<file path="config.mk">
export PLATFORM = sky130hd
export DESIGN_NAME = new_means_calc_block_flat
export DESIGN_NICKNAME = d
export VERILOG_FILES = /design/src/rtl/new_means_calc_block_pkg.sv /design/src/rtl/new_means_calc_block_if.sv /design/src/rtl/new_means_calc_block_serial_divider.sv /design/src/rtl/new_means_calc_block.sv /design/src/flat_wrapper.sv
export SDC_FILE = /design/constraint.sdc
export NUM_CORES = 1
export LEC_CHECK = 0
export CORE_MARGIN = 8
export CORE_UTILIZATION = 60
export DETAILED_ROUTE_END_ITERATION = 10
export HOLD_SLACK_MARGIN = 0.12
export PLACE_DENSITY = 0.83
export SYNTH_ARGS = -nofsm -noshare
export SYNTH_HDL_FRONTEND = slang
export SYNTH_HIERARCHICAL = 1
export SYNTH_SLANG_ARGS = --single-unit
</file>
<file path="constraint.sdc">
create_clock -name clk -period 6.4 [get_ports clk]
set_input_delay 1.92 -clock clk [delete_from_list [all_inputs] [get_ports clk]]
set_output_delay 1.92 -clock clk [all_outputs]
set_load 0.005 [all_outputs]
</file>
<file path="src/rtl/new_means_calc_block_pkg.sv">
// -----------------------------------------------------------------------------
// kmeans_pkg
// Shared widths, FSM state type and centroid packing helper for the k-means
// new-means calculation block.
// Optional build macro: NEW_MEANS_ROUND_NEAREST_EN widens the divider
// dividend by one bit so the mean can be rounded to nearest.
// -----------------------------------------------------------------------------
package kmeans_pkg;

    localparam int CORD_W     = 13;
    localparam int ACC_CORD_W = 22;
    localparam int CNT_W      = 10;
    localparam int CENT_NUM   = 8;
    localparam int CORD_NUM   = 7;
    localparam int SEL_W      = $clog2(CENT_NUM);
    localparam int DATA_W     = CORD_NUM * CORD_W;
    localparam int SUM_W      = CORD_NUM * ACC_CORD_W;

`ifdef NEW_MEANS_ROUND_NEAREST_EN
    localparam int DVD_W = ACC_CORD_W + 1;
`else
    localparam int DVD_W = ACC_CORD_W;
`endif

    typedef enum logic [2:0] {
        ST_IDLE,
        ST_LOAD,
        ST_DIV,
        ST_EMIT,
        ST_FINISH
    } state_t;

    typedef logic [CORD_W-1:0] cord_t;

    // Coordinate k lands at [CORD_W*k +: CORD_W].
    function automatic logic [DATA_W-1:0] pack_centroid(input cord_t cords [CORD_NUM]);
        logic [DATA_W-1:0] p;
        p = '0;
        for (int k = 0; k < CORD_NUM; k++) begin
            p[k*CORD_W +: CORD_W] = cords[k];
        end
        return p;
    endfunction

endpackage

</file>
<file path="src/rtl/new_means_calc_block_if.sv">
// -----------------------------------------------------------------------------
// new_means_calc_block_if
// Controller handshake, accumulator read port and centroid output bus.
//   start / busy / done        : controller sequencing
//   accum_sel / accum_*_in     : accumulator register read (registered select)
//   new_centroid_out / cent_num / centroid_valid / last_centroid : to the
//                                convergence-check stage
// master = environment side (controller + accumulators + downstream),
// slave  = the new-means block.
// -----------------------------------------------------------------------------
interface new_means_calc_block_if;
    import kmeans_pkg::*;

    logic                 start;
    logic                 busy;
    logic                 done;
    logic [SEL_W-1:0]     accum_sel;
    logic [SUM_W-1:0]     accum_sum_in;
    logic [CNT_W-1:0]     accum_count_in;
    logic [DATA_W-1:0]    old_centroid_in;
    logic [DATA_W-1:0]    new_centroid_out;
    logic [SEL_W-1:0]     cent_num;
    logic                 centroid_valid;
    logic                 last_centroid;

    modport master (
        output start, accum_sum_in, accum_count_in, old_centroid_in,
        input  busy, done, accum_sel, new_centroid_out, cent_num,
               centroid_valid, last_centroid
    );

    modport slave (
        input  start, accum_sum_in, accum_count_in, old_centroid_in,
        output busy, done, accum_sel, new_centroid_out, cent_num,
               centroid_valid, last_centroid
    );

endinterface

</file>
<file path="src/rtl/new_means_calc_block_serial_divider.sv">
// -----------------------------------------------------------------------------
// serial_divider
// Unsigned restoring divider, one quotient bit per clock, MSB first.
// The first iteration is performed on the i_start edge itself, so the full
// quotient is in o_quotient (and o_done is high) DVD_W-1 cycles after start.
// Ports:
//   clk, rst      clock, asynchronous active-high reset
//   i_start       load operands and perform iteration 1
//   i_dividend    DVD_W-bit dividend
//   i_divisor     DVS_W-bit divisor (non-zero)
//   o_quotient    DVD_W-bit quotient
//   o_done        high from the final iteration until the next start
// -----------------------------------------------------------------------------
module serial_divider #(
    parameter int DVD_W = 22,
    parameter int DVS_W = 10
) (
    input  logic             clk,
    input  logic             rst,
    input  logic             i_start,
    input  logic [DVD_W-1:0] i_dividend,
    input  logic [DVS_W-1:0] i_divisor,
    output logic [DVD_W-1:0] o_quotient,
    output logic             o_done
);

    localparam int REM_W  = DVS_W + 1;
    localparam int ITER_W = $clog2(DVD_W + 1);

    // r_dq shifts dividend bits out of the top and quotient bits in at the bottom.
    logic [DVS_W-1:0]  r_rem;
    logic [DVD_W-1:0]  r_dq;
    logic [DVS_W-1:0]  r_dvs;
    logic [ITER_W-1:0] r_iter;
    logic              r_run;
    logic              r_done;

    logic [DVS_W-1:0]  w_rem_in;
    logic [DVD_W-1:0]  w_dq_in;
    logic [DVS_W-1:0]  w_dvs_in;
    logic [REM_W-1:0]  w_shift;
    logic              w_ge;
    logic [DVS_W-1:0]  w_rem_next;
    logic              w_last;

    // NOTE: every always_comb output gets a value on every path, so no latch is inferred.
    always_comb begin
        w_rem_in   = i_start ? '0 : r_rem;
        w_dq_in    = i_start ? i_dividend : r_dq;
        w_dvs_in   = i_start ? i_divisor : r_dvs;
        w_shift    = {w_rem_in, w_dq_in[DVD_W-1]};
        w_ge       = (w_shift >= {1'b0, w_dvs_in});
        // A restored remainder is always below the divisor, so it fits DVS_W bits.
        w_rem_next = w_ge ? DVS_W'(w_shift - {1'b0, w_dvs_in}) : w_shift[DVS_W-1:0];
        w_last     = !i_start && (r_iter == ITER_W'(DVD_W - 1));
    end

    // NOTE: sequential state uses non-blocking assignments only.
    always_ff @(posedge clk or posedge rst) begin
        if (rst) begin
            r_rem  <= '0;
            r_dq   <= '0;
            r_dvs  <= '0;
            r_iter <= '0;
            r_run  <= 1'b0;
            r_done <= 1'b0;
        end else if (i_start || r_run) begin
            r_rem  <= w_rem_next;
            r_dq   <= {w_dq_in[DVD_W-2:0], w_ge};
            r_dvs  <= w_dvs_in;
            r_iter <= i_start ? ITER_W'(1) : r_iter + 1'b1;
            r_run  <= !w_last;
            r_done <= w_last;
        end
    end

    assign o_quotient = r_dq;
    assign o_done     = r_done;

endmodule

</file>
<file path="src/rtl/new_means_calc_block.sv">
// -----------------------------------------------------------------------------
// new_means_calc_block
// For each of CENT_NUM clusters: reads the coordinate sums and member count,
// divides every sum by the count with CORD_NUM parallel serial dividers and
// emits the new centroid with a one-cycle centroid_valid strobe. Empty
// clusters keep their old centroid. done pulses once after the last cluster.
// Ports:
//   clk, rst   clock, asynchronous active-high reset
//   bus        new_means_calc_block_if.slave (handshake, accumulator read,
//              centroid output)
// Optional build macro: NEW_MEANS_ROUND_NEAREST_EN -- dividend becomes
// sum + count/2 (one bit wider), giving round-to-nearest means and one
// extra divide cycle per cluster.
// -----------------------------------------------------------------------------
module new_means_calc_block
    import kmeans_pkg::*;
(
    input  logic                   clk,
    input  logic                   rst,
    new_means_calc_block_if.slave  bus
);

    state_t              r_state;
    state_t              w_next;
    logic [SEL_W-1:0]    r_sel;
    logic [DATA_W-1:0]   r_cent_out;
    logic [SEL_W-1:0]    r_cent_num;

    logic                w_count_zero;
    logic                w_launch;
    logic [CORD_NUM-1:0] w_div_done;
    logic                w_all_done;
    logic                w_last_idx;
    cord_t               w_cords [CORD_NUM];

    logic                w_busy;
    logic                w_done;
    logic                w_valid;
    logic                w_last_cent;

    assign w_count_zero = (bus.accum_count_in == '0);
    assign w_launch     = (r_state == ST_LOAD) && !w_count_zero;
    assign w_all_done   = &w_div_done;
    assign w_last_idx   = (r_sel == SEL_W'(CENT_NUM - 1));

    // Dividers read the accumulator directly; the LOAD edge is their capture edge.
    for (genvar k = 0; k < CORD_NUM; k++) begin : g_div
        logic [ACC_CORD_W-1:0] w_sum;
        logic [DVD_W-1:0]      w_dvd;
        logic [DVD_W-1:0]      w_q;

        assign w_sum = bus.accum_sum_in[k*ACC_CORD_W +: ACC_CORD_W];
`ifdef NEW_MEANS_ROUND_NEAREST_EN
        assign w_dvd = {1'b0, w_sum} + DVD_W'(bus.accum_count_in >> 1);
`else
        assign w_dvd = w_sum;
`endif

        serial_divider #(
            .DVD_W (DVD_W),
            .DVS_W (CNT_W)
        ) u_div (
            .clk        (clk),
            .rst        (rst),
            .i_start    (w_launch),
            .i_dividend (w_dvd),
            .i_divisor  (bus.accum_count_in),
            .o_quotient (w_q),
            .o_done     (w_div_done[k])
        );

        // Quotients wider than a coordinate saturate instead of wrapping.
        assign w_cords[k] = (|w_q[DVD_W-1:CORD_W]) ? '1 : w_q[CORD_W-1:0];
    end

    always_ff @(posedge clk or posedge rst) begin
        if (rst) begin
            r_state <= ST_IDLE;
        end else begin
            r_state <= w_next;
        end
    end

    always_comb begin
        w_next      = r_state;
        w_busy      = 1'b1;
        w_done      = 1'b0;
        w_valid     = 1'b0;
        w_last_cent = 1'b0;
        case (r_state)
            ST_IDLE: begin
                w_busy = 1'b0;
                if (bus.start) w_next = ST_LOAD;
            end
            ST_LOAD:   w_next = w_count_zero ? ST_EMIT : ST_DIV;
            ST_DIV:    if (w_all_done) w_next = ST_EMIT;
            ST_EMIT: begin
                w_valid     = 1'b1;
                w_last_cent = w_last_idx;
                w_next      = w_last_idx ? ST_FINISH : ST_LOAD;
            end
            ST_FINISH: begin
                w_done = 1'b1;
                w_next = ST_IDLE;
            end
            default:   w_next = ST_IDLE;
        endcase
    end

    // Output registers load on the edge entering EMIT, so data and strobe align.
    // NOTE: datapath registers are reset too, since their reset values are visible outputs.
    always_ff @(posedge clk or posedge rst) begin
        if (rst) begin
            r_sel      <= '0;
            r_cent_out <= '0;
            r_cent_num <= '0;
        end else begin
            if ((r_state == ST_IDLE) && bus.start) begin
                r_sel <= '0;
            end else if ((r_state == ST_EMIT) && !w_last_idx) begin
                r_sel <= r_sel + 1'b1;
            end

            if ((r_state == ST_LOAD) && w_count_zero) begin
                r_cent_out <= bus.old_centroid_in;
                r_cent_num <= r_sel;
            end else if ((r_state == ST_DIV) && w_all_done) begin
                r_cent_out <= pack_centroid(w_cords);
                r_cent_num <= r_sel;
            end
        end
    end

    assign bus.busy             = w_busy;
    assign bus.done             = w_done;
    assign bus.centroid_valid   = w_valid;
    assign bus.last_centroid    = w_last_cent;
    assign bus.accum_sel        = r_sel;
    assign bus.new_centroid_out = r_cent_out;
    assign bus.cent_num         = r_cent_num;

endmodule

</file>
<file path="src/flat_wrapper.sv">
// flat-port wrapper written by rule: the top's interface ports become plain ports
module new_means_calc_block_flat import kmeans_pkg::*;
  (clk, rst, bus_start, bus_accum_sum_in, bus_accum_count_in, bus_old_centroid_in, bus_busy, bus_done, bus_accum_sel, bus_new_centroid_out, bus_cent_num, bus_centroid_valid, bus_last_centroid);
  new_means_calc_block_if bus_i ();
  input  logic clk;
  input  logic rst;
  input wire logic [$bits(bus_i.start)-1:0] bus_start;
  input wire logic [$bits(bus_i.accum_sum_in)-1:0] bus_accum_sum_in;
  input wire logic [$bits(bus_i.accum_count_in)-1:0] bus_accum_count_in;
  input wire logic [$bits(bus_i.old_centroid_in)-1:0] bus_old_centroid_in;
  output wire logic [$bits(bus_i.busy)-1:0] bus_busy;
  output wire logic [$bits(bus_i.done)-1:0] bus_done;
  output wire logic [$bits(bus_i.accum_sel)-1:0] bus_accum_sel;
  output wire logic [$bits(bus_i.new_centroid_out)-1:0] bus_new_centroid_out;
  output wire logic [$bits(bus_i.cent_num)-1:0] bus_cent_num;
  output wire logic [$bits(bus_i.centroid_valid)-1:0] bus_centroid_valid;
  output wire logic [$bits(bus_i.last_centroid)-1:0] bus_last_centroid;
  assign bus_i.start = bus_start;
  assign bus_i.accum_sum_in = bus_accum_sum_in;
  assign bus_i.accum_count_in = bus_accum_count_in;
  assign bus_i.old_centroid_in = bus_old_centroid_in;
  assign bus_busy = bus_i.busy;
  assign bus_done = bus_i.done;
  assign bus_accum_sel = bus_i.accum_sel;
  assign bus_new_centroid_out = bus_i.new_centroid_out;
  assign bus_cent_num = bus_i.cent_num;
  assign bus_centroid_valid = bus_i.centroid_valid;
  assign bus_last_centroid = bus_i.last_centroid;
  new_means_calc_block u_core (.clk(clk), .rst(rst), .bus(bus_i));
endmodule
</file>
==> impl_metrics.yaml <==
synthesis:
  synth_ff_type: "sky130_fd_sc_hd__dfrtp_1"
  synth_enable_flop_cells: 0
  synth_seq_area_share: 0.4486
  synth.distinct_cells: 70
  netlist_top_cells_area: "sky130_fd_sc_hd__dfrtp_1 (45%), sky130_fd_sc_hd__mux2i_1 (6.8%), sky130_fd_sc_hd__ha_1 (4.4%)"
  yosys-top-cells-count: "sky130_fd_sc_hd__dfrtp_1 (443), sky130_fd_sc_hd__nand2_1 (239), sky130_fd_sc_hd__nor2_1 (213)"
  yosys.area.top_type: "sky130_fd_sc_hd__dfrtp_1"
  synth.most_common_cell: "sky130_fd_sc_hd__dfrtp_1"
  postSynthRegisterBits: 443
  syn-num-nets: 2865
  synthesis.area_sq_mm: 0.02471
  ys.warnings.count: 6
  synth_top_area_share: 0.4486
  synthArstFlopShare: 1.000
  synth.avg_cell_area_sq_um: 9.829
  syn-instance-count: 2514
critical_path:
  critical_path.n_buffers_inverters: 4
  crit_chain: "clkdlybuf4s50_1 > nor4_1 > buf_4 > a31oi_4 > buf_12 > mux2_2 > inv_1 > ha_1 > a21oi_1 > nand2_1 > o211a_1 > nor4b_1 > a22oi_1 > o21ai_1"
  delay_of_the_slowest_cell_on_the_worst_path_ns: 0.73
  worst_r2r_path_depth: 13
  crit_required_ns: 6.89
  start_kind: "input pin"
  critical-path-top-delay-family: "simple AND/OR/NAND/NOR gates"
  worst_setup_path_end_kind: "flip-flop"
  cp.depth: 14
  critical_path_peak_fanout: 59
  critical_path_arrival_ns: 5.80
  crit_path_top_delay_cell: "sky130_fd_sc_hd__nor4b_1"
  startpoint_to_endpoint_class_of_the_critical_path: "in2reg"
layout:
  instances_no_fill: 3376
  areaGrowthSynthToFinish_pct: 22.23
  share_of_layout_cells_above_drive_strength_1: 0.1097
  nFillCells: 2904
  n_antenna_cell: 0
  number_of_nets_in_the_layout: 3160
  finish.instance_area_sq_mm: 0.03020
run_status:
  status: "complete, no violations"
detailed_routing:
  totalWireLength_mm: 68.70
  drt-initial-drc-count: 1613
  avgViaCountPerCell: 5.992
  antenna_left: 0
  drt_pass1_iterations: 8
  drc: 0
  detail_route.wl_per_cell_um: 20.35
  total_number_of_vias: 20230
placement:
  globalplace.congestion: 0.8987
  place_inst: 3291
  buffer_ports.inserted: 358
  dp_hpwl_mm: 48.20
  postPlaceCellArea_sq_mm: 0.02862
die:
  top_level_ports: 359
  initial_core_util: 0.6066
  floorplan.core_area_sq_mm: 0.04074
  floorplan.die.width_um: 218.9
  fp-row-count: 74
  die_area_sq_mm: 0.04793
  die_height_um: 218.9
timing:
  fmax_ghz: 0.1886
  grt_setup_unrepaired: "no"
  finalClockSkew_ns: 0.01537
  finalMaxSlewViolations: 0
  final_period_minus_worst_setup_slack_ns: 5.302
  measured_slew_at_the_worst_slew_check_pin_ns: 1.177
  final-setup-viol-count: 0
  final.hold.worst_slack_ns: 0.4823
  finalHoldViolations: 0
  min_period_over_period: 0.8285
  fin_tns_setup_ns: 0
  timing.max_slew.rel_slack: 0.2126
global_routing:
  largest_net_degree_at_the_start_of_global_routing: 92
  grt_overflow_total: 0
  met2_usage: 0.4643
  top_usage_layer: "met2"
  grt_antenna_before_repair: 1
  grt.met1_usage: 0.3822
  grt_first_pass_wirelength_mm: 109.8
  gr-usage-met3: 0.04131
  first_global_vias: 20580
  grt.total_usage: 0.2815
clock_tree:
  clock-sinks: 443
  cts.repair.resized: 0
  cts_tree: "done"
  clkLatencyLatePin_ns: 0.58
  cts_post_setup_buffers_inserted: 0
  htree_levels: 2
  cts.path.max_buffers: 3
  numCtsBuffers: 48
  cts-root-buf: "sky130_fd_sc_hd__clkbuf_16"
  cts.clk_slew.worst_paths_ns: 0.06
  post_cts_hold_buffer_count: 0
power:
  power_switching_mw: 6.386
  internal-power_mw: 9.298
  power.leakage_nw: 14.24
  switching_share: 0.4072
  power.share.clock: 0.177
  power.share.combinational: 0.523
  power_per_cell_area_mw_per_mm2: 519.2
  power.ir.vdd_worst_v: 0.0003214
  pwr-share-seq: 0.300
flow_run:
  max_cap_viol_count: 0
hold_path:
  hold_crit_path_type: "reg2reg"
  hold-path-cell-count: 1
[cells by family after synthesis]
| logic type | after synthesis | synth area share |
|---|---|---|
| buf+inv | 249 | 0.04273 |
| fa+ha+maj | 93 | 0.04921 |
| xor+xnor | 76 | 0.02694 |
| simple gates | 890 | 0.1735 |
| compound gates | 511 | 0.1519 |
| flops | 443 | 0.4486 |
| mux | 252 | 0.1071 |
[power groups by stage]
stage,combinational (mW),clock (mW),sequential (mW)
finish,8.20,2.78,4.70
global route,9.10,2.95,4.82
CTS,8.16,2.83,4.68
detailed placement,8.11,0,4.71
global placement,7.87,0,4.67
floorplan,6.52,0,4.47
[final timing paths]
kind                                                 from  slack [ns]                         endpoint
setup reg to reg                        u_core/r_state[1]        2.61   u_core/g_div[4].u_div/r_rem[7]
hold reg to reg            u_core/g_div[5].u_div/r_dvs[6]        0.48   u_core/g_div[5].u_div/r_dvs[6]
max in group asynchronous                             rst        3.17  u_core/bus.new_centroid_out[84]
min in group asynchronous                             rst        2.34  u_core/bus.new_centroid_out[17]
setup / recovery                    bus_accum_count_in[6]        1.10   u_core/g_div[4].u_div/r_rem[7]
hold / removal             u_core/g_div[5].u_div/r_dvs[6]        0.48   u_core/g_div[5].u_div/r_dvs[6]
[layer usage]
layer,vias to the layer above,part of all wire
li1,9478,-
met1,9940,0.44
met2,685,0.48
met3,123,0.060
met4,2,0.026
met5,-,0.00019
[layout make-up]
cell class / instances / area (sq um) / share of cell area
inverters: 95 / 359.1 / 0.01189
multi-input cells: 1822 / 12590 / 0.4169
well taps: 532 / 665.6 / 0.02204
clock inverters: 15 / 168.9 / 0.005592
clock buffers: 70 / 1415 / 0.04685
repair buffers: 399 / 3916 / 0.1297
flip-flops and latches: 443 / 11090 / 0.3670
[cells in the final DEF, fill, tap and decap left out, types with 50 or more instances in the layout]
cell type                         instances
sky130_fd_sc_hd__dfrtp_1                443
sky130_fd_sc_hd__o31ai_2                 62
sky130_fd_sc_hd__nor2b_1                 87
sky130_fd_sc_hd__mux2i_1                167
sky130_fd_sc_hd__a21oi_1                 71
sky130_fd_sc_hd__nor2_1                 213
sky130_fd_sc_hd__nand3_1                122
sky130_fd_sc_hd__o21ai_1                 50
sky130_fd_sc_hd__nand2_1                239
sky130_fd_sc_hd__mux2_2                  58
sky130_fd_sc_hd__o21ai_0                139
sky130_fd_sc_hd__ha_1                    86
sky130_fd_sc_hd__nor3_1                 123
sky130_fd_sc_hd__inv_1                   83
sky130_fd_sc_hd__clkdlybuf4s50_1        358
[per-stage QoR]
step             util  setup slack [ns]  power [mW]
6_report       0.7414             1.098       15.68
3_3_place_gp   0.7025            0.5621       12.53
5_1_grt        0.7414            0.9030       16.87
3_5_place_dp   0.7025            0.5057       12.81
4_1_cts        0.7414             1.117       15.67
2_1_floorplan       -             1.295       10.98
[registers in the layout, indices dropped and copies added, names as in the netlist]
signal,flops
u_core/g_div.u_div/o_done,7
u_core/r_state,3
u_core/g_div.u_div/r_iter,35
u_core/bus.cent_num,3
u_core/g_div.u_div/r_run,7
u_core/g_div.u_div/r_dvs,70
u_core/bus.accum_sel,3
u_core/bus.new_centroid_out,91
u_core/g_div.u_div/r_rem,70
u_core/g_div.u_div/o_quotient,154
Note: power is estimated with default switching activity, not from simulation.
